`src/rtl/jk_pkg.sv`:
```
// JK flip-flop excitation codes and the helper that maps (current, next)
// state to the {J,K} pair that produces the transition.
package jk_pkg;

  localparam logic [1:0] JK_HOLD   = 2'b00;
  localparam logic [1:0] JK_RESET  = 2'b01;
  localparam logic [1:0] JK_SET    = 2'b10;
  localparam logic [1:0] JK_TOGGLE = 2'b11;

  // Returns {J,K}. Only HOLD, SET or RESET can result, never TOGGLE.
  function automatic logic [1:0] jk_excite(input logic cur, input logic nxt);
    return {nxt & ~cur, ~nxt & cur};
  endfunction

endpackage

```
`src/rtl/jk_cell.sv`:
```
// Single JK flip-flop with synchronous active-high reset and registered
// true/complement outputs.
module jk_cell
  import jk_pkg::*;
(
  input  logic clk,
  input  logic rst,
  input  logic j,
  input  logic k,
  output logic q,
  output logic qn
);

  logic q_q;
  logic qn_q;

  always_ff @(posedge clk) begin
    if (rst) begin
      q_q  <= 1'b0;
      qn_q <= 1'b1;
    end else begin
      case ({j, k})
        JK_SET: begin
          q_q  <= 1'b1;
          qn_q <= 1'b0;
        end
        JK_RESET: begin
          q_q  <= 1'b0;
          qn_q <= 1'b1;
        end
        JK_TOGGLE: begin
          q_q  <= ~q_q;
          qn_q <= ~qn_q;
        end
        JK_HOLD: begin
          q_q  <= q_q;
          qn_q <= qn_q;
        end
        default: begin
          q_q  <= q_q;
          qn_q <= qn_q;
        end
      endcase
    end
  end

  assign q  = q_q;
  assign qn = qn_q;

endmodule

```
`src/rtl/jk_mod_counter.sv`:
```
// Modulo-MODULUS up/down counter built from a bank of JK cells.
// Define JK_MOD_COUNTER_SAT_EN to saturate at the range ends instead of wrapping.
module jk_mod_counter
  import jk_pkg::*;
#(
  parameter int WIDTH   = 4,
  parameter int MODULUS = 16
) (
  input  logic             clk,
  input  logic             rst,
  input  logic             en,
  input  logic             up,
  input  logic             load,
  input  logic [WIDTH-1:0] d,
  output logic [WIDTH-1:0] q,
  output logic [WIDTH-1:0] qn,
  output logic             tc,
  output logic             ovr
);

  // Compared one bit wider so MODULUS == 2**WIDTH is representable.
  localparam logic [WIDTH:0]   MOD_X = (WIDTH+1)'(MODULUS);
  localparam logic [WIDTH-1:0] MAX_Q = WIDTH'(MODULUS - 1);
  localparam logic [WIDTH-1:0] ONE   = WIDTH'(1);

  logic [WIDTH-1:0] nxt_d;
  logic [WIDTH-1:0] j_w;
  logic [WIDTH-1:0] k_w;
  logic             at_max;
  logic             at_min;
  logic             ovr_d;
  logic             ovr_q;

  assign at_max = (q == MAX_Q);
  assign at_min = (q == '0);

  always_comb begin
    nxt_d = q;
    ovr_d = 1'b0;
    if (load) begin
      if ({1'b0, d} < MOD_X) begin
        nxt_d = d;
      end else begin
        nxt_d = '0;
        ovr_d = 1'b1;
      end
    end else if (en) begin
      if (up) begin
`ifdef JK_MOD_COUNTER_SAT_EN
        nxt_d = at_max ? MAX_Q : q + ONE;
`else
        nxt_d = at_max ? '0 : q + ONE;
`endif
      end else begin
`ifdef JK_MOD_COUNTER_SAT_EN
        nxt_d = at_min ? '0 : q - ONE;
`else
        nxt_d = at_min ? MAX_Q : q - ONE;
`endif
      end
    end
  end

  for (genvar i = 0; i < WIDTH; i++) begin : g_cell
    assign {j_w[i], k_w[i]} = jk_excite(q[i], nxt_d[i]);

    jk_cell u_cell (
      .clk (clk),
      .rst (rst),
      .j   (j_w[i]),
      .k   (k_w[i]),
      .q   (q[i]),
      .qn  (qn[i])
    );
  end

  always_ff @(posedge clk) begin
    if (rst) begin
      ovr_q <= 1'b0;
    end else begin
      ovr_q <= ovr_d;
    end
  end

  assign ovr = ovr_q;
  assign tc  = en & ~load & ((up & at_max) | (~up & at_min));

endmodule

```
`config.mk`:
```
export PLATFORM = sky130hd
export DESIGN_NAME = jk_mod_counter
export DESIGN_NICKNAME = d
export VERILOG_FILES = /design/src/rtl/jk_pkg.sv /design/src/rtl/jk_cell.sv /design/src/rtl/jk_mod_counter.sv
export SDC_FILE = /design/constraint.sdc
export NUM_CORES = 1
export LEC_CHECK = 0
export ABC_AREA = 1
export CORE_AREA = 4 4 41 43
export DETAILED_ROUTE_END_ITERATION = 8
export DIE_AREA = 0 0 45 47
export MAX_ROUTING_LAYER = met4
export PLACE_DENSITY = 0.79
export SLEW_MARGIN = 10
export SYNTH_ARGS = -nofsm -noshare
export SYNTH_HDL_FRONTEND = slang
export SYNTH_HIERARCHICAL = 1
export SYNTH_SLANG_ARGS = --single-unit
```
`constraint.sdc`:
```
create_clock -name clk -period 4.4 [get_ports clk]
set_input_delay 0.88 -clock clk [delete_from_list [all_inputs] [get_ports clk]]
set_output_delay 0.88 -clock clk [all_outputs]
set_load 0.02 [all_outputs]
```
==> results of run 1 <==
cells in the final DEF (no fill, tap or decap), types with 2 or more instances in the layout:
cell              n
nor2_1           17
nand4_1           2
a21oi_1           7
nand3_1           9
nand2_1          31
dfxtp_1           8
ha_1              2
inv_1            20
clkbuf_4          3
clkdlybuf4s50_1  17
a211oi_1          3
power groups by stage:
stage | Sequential [mW] | Clock (mW) | Combinational (mW)
after CTS | 0.0980 | 0.0592 | 0.106
after floorplan | 0.108 | 0 | 0.0555
after detailed placement | 0.0994 | 0 | 0.105
final | 0.0985 | 0.0570 | 0.106
after global placement | 0.0986 | 0 | 0.104
after global routing | 0.101 | 0.0635 | 0.119
routing by layer:
metal | share of wire, % | up-vias
met2 | 46 | 26
met1 | 48 | 291
met3 | 5.1 | 4
met4 | 1.3 | 0
met5 | 0 | -
li1 | - | 371
cell type report:
| type | instances | area share (%) |
|---|---|---|
| Clock buffer | 3 | 2.773 |
| Inverter | 21 | 9.707 |
| Multi-Input combinational cell | 78 | 44.53 |
| Sequential cell | 8 | 19.72 |
| Tap cell | 15 | 2.311 |
| Timing Repair Buffer | 17 | 20.96 |
how the worst max path moves through the flow:
stage | startpoint | end | cells after the start
2_1_floorplan | up | tc | 2
3_3_place_gp | up | tc | 4
3_5_place_dp | up | tc | 4
4_1_cts | up | tc | 4
5_1_grt | up | tc | 4
6_report | up | tc | 4
worst register-to-register path: cells and delay by family (launching register included):
kind	cells	cell delay (ps)
DFF	1	500
AOI/OAI and AO/OA	1	160
buffers and inverters	2	200
and+or+nand+nor	4	350
adders and majority gates	1	330
xor gates and xnor gates	1	160
sequential cells by signal, indices dropped and copies added, names as in the netlist:
| name | cells |
|---|---|
| g_cell.u_cell/q | 4 |
| g_cell.u_cell/qn | 4 |
logic make-up (layout without fill, tap and decap cells):
kind of cell | count (synthesis) | in the layout | share of synthesized area, %
buffers and inverters | 22 | 41 | 14.20
AO/OA/AOI/OAI | 12 | 12 | 11.11
XOR/XNOR | 1 | 1 | 1.441
other | 1 | 1 | 0.6167
AND/OR/NAND/NOR | 62 | 62 | 42.18
adder cells (fa/ha/maj) | 2 | 2 | 4.115
flip-flops | 8 | 8 | 26.34
through the flow:
step / util (%) / hold WS, ps / area (um^2)
floorplan: - / 553.0 / 608.1
global placement: 60.67 / 460.5 / 789.5
detailed placement: 60.67 / 471.6 / 789.5
CTS: 62.40 / 485.2 / 812.0
global route: 62.40 / 517.5 / 812.0
finish: 62.40 / 485.7 / 812.0
==> results.cfg, run 1 <==
[pwr]
power_mw = 0.2611
p_int_mw = 0.1614
irDropWorstVdd_mv = 0.1923
sw_frac_of_total_pct = 38.20
comb_power_share_pct = 40.4
powerDensity_nw_per_um2 = 321.6
leakagePower_nw = 0.4313
seqPwrFrac_pct = 37.7
power_switching_mw = 0.09977
clockPowerShare_pct = 21.8

[detailed_routing]
num_vias = 692
drt_iter0_drc = 17
wl_per_cell_um = 10.67
drt_wl_total_um = 1515
firstDrtPassIters = 4
ant_nets = 0
via_per_inst = 4.873
post-route-drc-count = 0

[clock_tree]
cts_tree = yes
cts_sinks = 8
clockRootBuffer = clkbuf_4
post_cts_resized = 0
cts_max_level = 1
cts_hold_buffers = 0
clk_pin_slew_worst_paths_ps = 50
clock_latency_ps = 250
cts_inserted_buffers = 3
post_cts_buffers = 0
ctsLongestPathBuffers = 2

[setup_path]
arrival_ps = 2500
critPathKind = in -> out
cp.required_ps = 3520
path_common_cell = clkdlybuf4s50_1
critPathMaxFanout = 5
reg2reg_to = g_cell[1].u_cell/qn$_SDFFE_PP1P_
r2r_slack_ps = 2580
crit_family = buffers and inverters
critical_path_buf_inv_count = 2
rr_worst_depth = 9
slowest_delay_ps = 650
crit_path_end_kind = primary output
slowest_stage = clkdlybuf4s50_1
path_cells = clkdlybuf4s50_1 -> nand4_1 -> a211oi_1 -> clkdlybuf4s50_1
cp-start-kind = input port
r2r-start = g_cell[0].u_cell/q$_SDFFE_PP0P_

[min_path]
min_path_type = reg -> reg
min_path_cells = 2
holdPathEnd = g_cell[2].u_cell/qn$_SDFFE_PP1P_
hp-start = g_cell[2].u_cell/qn$_SDFFE_PP1P_

[place]
portBuffers = 17
hpwlAfterDp_um = 1178
dp_cells = 139
gp_congestion = 0.9595
dp_slack_ps = 1031

[yosys]
yosysUniqueCellTypes = 18
syn_inst = 108
avgSynthCellArea_um2 = 5.630
synth_area_leaders = dfxtp_1 (26%), nand2_1 (19%), inv_1 (12%), nor2_1 (10%), nand3_1 (7.4%)
synthArstFlopShare_pct = 0
synth-edff-count = 0
synth_top_area_cell = dfxtp_1
synthesis.area_um2 = 608.1
yosysSeqAreaShare_pct = 26.34
ys_ff_latch = 8
synth.most_common_cell = nand2_1
netlist_top_cells_count = nand2_1 (31), inv_1 (20), nor2_1 (17)
synth_top_area_share_pct = 26.34
synth_nets = 119
ys_warn_count = 6
synthFlopType = dfxtp_1

[run_status]
status = completed

[grt]
grt_usage_pct = 18.22
grtUsageMet1_pct = 23.06
grt_pass1_wl_um = 2691
grt_max_degree = 11
antenna_found_initial = 0
globalRouteOverflowTotal = 0
busiest_layer = met2
gr-usage-met2_pct = 25.42
use_met3_pct = 3.448
grt_pass1_vias = 658

[timing]
period_share_pct = 76.78
layout_setup_ws_ps = 1022
rsz0062_at_grt = no
hold_viol = 0
max_freq_mhz = 296.0
min_period_ps = 3378
clock-skew-final_ps = 1.564
slew_viol_final = 0
tns_ps = 0
final-setup-viol-count = 0

[finish]
register_area_um2 = 160.2
post_route_cells_drive_above_1_share_pct = 4.724
antennaDiodeCount = 0
n_fill_cell = 125
fin_nets = 140
fin_cells = 142
area_growth_pct = 33.54
multi_input_area_um2 = 361.6

[die]
ios = 19
die_x_um = 45
initial_core_util_pct = 46.73
dieHeight_um = 47
fp-row-count = 13
coreArea_um2 = 1301
dieArea_um2 = 2115

[job]
maxCapViolCount = 0
(Power assumes the default switching activity.)
==> run 2, diff against run 1 <==
Settings changed: CORE_AREA 4 4 41 43 to default, CORE_MARGIN from default to 4, CORE_UTILIZATION from default to 44, DIE_AREA 0 0 45 47 to default, PLACE_DENSITY 0.79 to 0.76.
Clock period 4.4 ns to 3.44 ns, I/O delays scaled along.
==> results.cfg, run 2 (synthesis gave the netlist of run 1 again) <==
[clock_tree]
cts_tree = yes
cts_max_level = 1
cts_inserted_buffers = 3
post_cts_resized = 0
clk_pin_slew_worst_paths_ps = 50
cts_hold_buffers = 0
clockRootBuffer = clkbuf_4
post_cts_buffers = 0
clock_latency_ps = 250
cts_sinks = 8
ctsLongestPathBuffers = 2

[run_status]
status = completed

[timing]
tns_ps = 0
final-setup-viol-count = 0
clock-skew-final_ps = 0.6841
slew_viol_final = 0
max_freq_mhz = 333.5
min_period_ps = 2998
hold_viol = 0
rsz0062_at_grt = no
period_share_pct = 87.16
layout_setup_ws_ps = 441.8

[pwr]
sw_frac_of_total_pct = 37.64
power_switching_mw = 0.1246
comb_power_share_pct = 40.8
seqPwrFrac_pct = 37.9
irDropWorstVdd_mv = 0.2539
leakagePower_nw = 0.4313
clockPowerShare_pct = 21.3
p_int_mw = 0.2064
powerDensity_nw_per_um2 = 407.6

[min_path]
holdPathEnd = g_cell[2].u_cell/qn$_SDFFE_PP1P_
min_path_cells = 2
min_path_type = reg -> reg
hp-start = g_cell[2].u_cell/qn$_SDFFE_PP1P_

[finish]
fin_cells = 142
antennaDiodeCount = 0
area_growth_pct = 33.54
post_route_cells_drive_above_1_share_pct = 4.724
n_fill_cell = 137
fin_nets = 140
final_core_util_pct = 62.40
register_area_um2 = 160.2
multi_input_area_um2 = 361.6
design_area_um2 = 812.0
final_cell_mix = nand2_1 (31), inv_1 (20), nor2_1 (17), clkdlybuf4s50_1 (17), nand3_1 (9)
mostFrequentLayoutCell = nand2_1

[die]
dieHeight_um = 45.18
ios = 19
die_x_um = 45.18
coreArea_um2 = 1301
initial_core_util_pct = 46.73
dieArea_um2 = 2041
fp-row-count = 13

[grt]
antenna_found_initial = 0
grt_max_degree = 11
grt_usage_pct = 17.94
globalRouteOverflowTotal = 0
grt_pass1_vias = 641
grt_pass1_wl_um = 2580

[setup_path]
crit_path_end_kind = primary output
critical_path_buf_inv_count = 2
r2r-start = g_cell[0].u_cell/q$_SDFFE_PP0P_
path_cells = clkdlybuf4s50_1 -> nand4_1 -> a211oi_1 -> clkdlybuf4s50_1
cp.required_ps = 2750
path_common_cell = clkdlybuf4s50_1
slowest_delay_ps = 650
critPathKind = in -> out
rr_worst_depth = 9
r2r_slack_ps = 1620
cp-start-kind = input port
slowest_stage = clkdlybuf4s50_1
crit_family = buffers and inverters
critPathMaxFanout = 5
reg2reg_to = g_cell[1].u_cell/qn$_SDFFE_PP1P_
arrival_ps = 2310

[detailed_routing]
firstDrtPassIters = 4
num_vias = 678
wl_per_cell_um = 10.32
via_per_inst = 4.775
ant_nets = 0
post-route-drc-count = 0
drt_iter0_drc = 14
drt_wl_total_um = 1465

[place]
dp_slack_ps = 452.9
hpwlAfterDp_um = 1192
portBuffers = 17
dp_cells = 139
placed_cell_area_um2 = 789.5
gp_congestion = 0.9228

[job]
maxCapViolCount = 0
run 2: worst max path at each step:
| stage | endpoint | cells after the start | from | slack [ps] |
|---|---|---|---|---|
| floorplan | tc | 6 | g_cell[0].u_cell/q$_SDFFE_PP0P_ | 1230 |
| global placement | tc | 4 | up | 430 |
| detailed placement | tc | 4 | up | 450 |
| CTS | tc | 4 | up | 440 |
| global route | tc | 4 | up | 350 |
| finish | tc | 4 | up | 440 |
run 2: worst register-to-register path, delay by kind of cell, from the launching register on:
family	cells	cell delay (ps)
XOR/XNOR	1	150
buffers and inverters	2	200
AND/OR/NAND/NOR	4	340
AO/OA/AOI/OAI	1	170
flip-flops	1	500
adder cells (fa/ha/maj)	1	340
run 2: routing by layer:
metal  part of all wire [%]  up-vias  GRT usage (%)
met3                    3.8        6          1.992
met1                     46      288          22.06
met4                    2.9        0          14.04
li1                       -      371              -
met5                      0        -              -
met2                     47       13          26.27
run 2: power by group through the flow:
stage	clock network [mW]	logic, mW	registers (mW)
finish	0.0705	0.135	0.126
global route	0.0784	0.152	0.128
global placement	0	0.135	0.127
detailed placement	0	0.135	0.127
CTS	0.0752	0.136	0.125
floorplan	0	0.0709	0.138
run 2: through the flow:
| step | hold WS, ps | total power, mW |
|---|---|---|
| finish | 479.4 | 0.3310 |
| detailed placement | 470.2 | 0.2619 |
| global placement | 464.7 | 0.2621 |
| global route | 519.0 | 0.3592 |
| CTS | 485.0 | 0.3363 |
| floorplan | 553.0 | 0.2093 |
run 2: layout make-up:
type | instances | share of cell area [%]
Multi-Input combinational cell | 78 | 44.53
Timing Repair Buffer | 17 | 20.96
Sequential cell | 8 | 19.72
Tap cell | 15 | 2.311
Clock buffer | 3 | 2.773
Inverter | 21 | 9.707
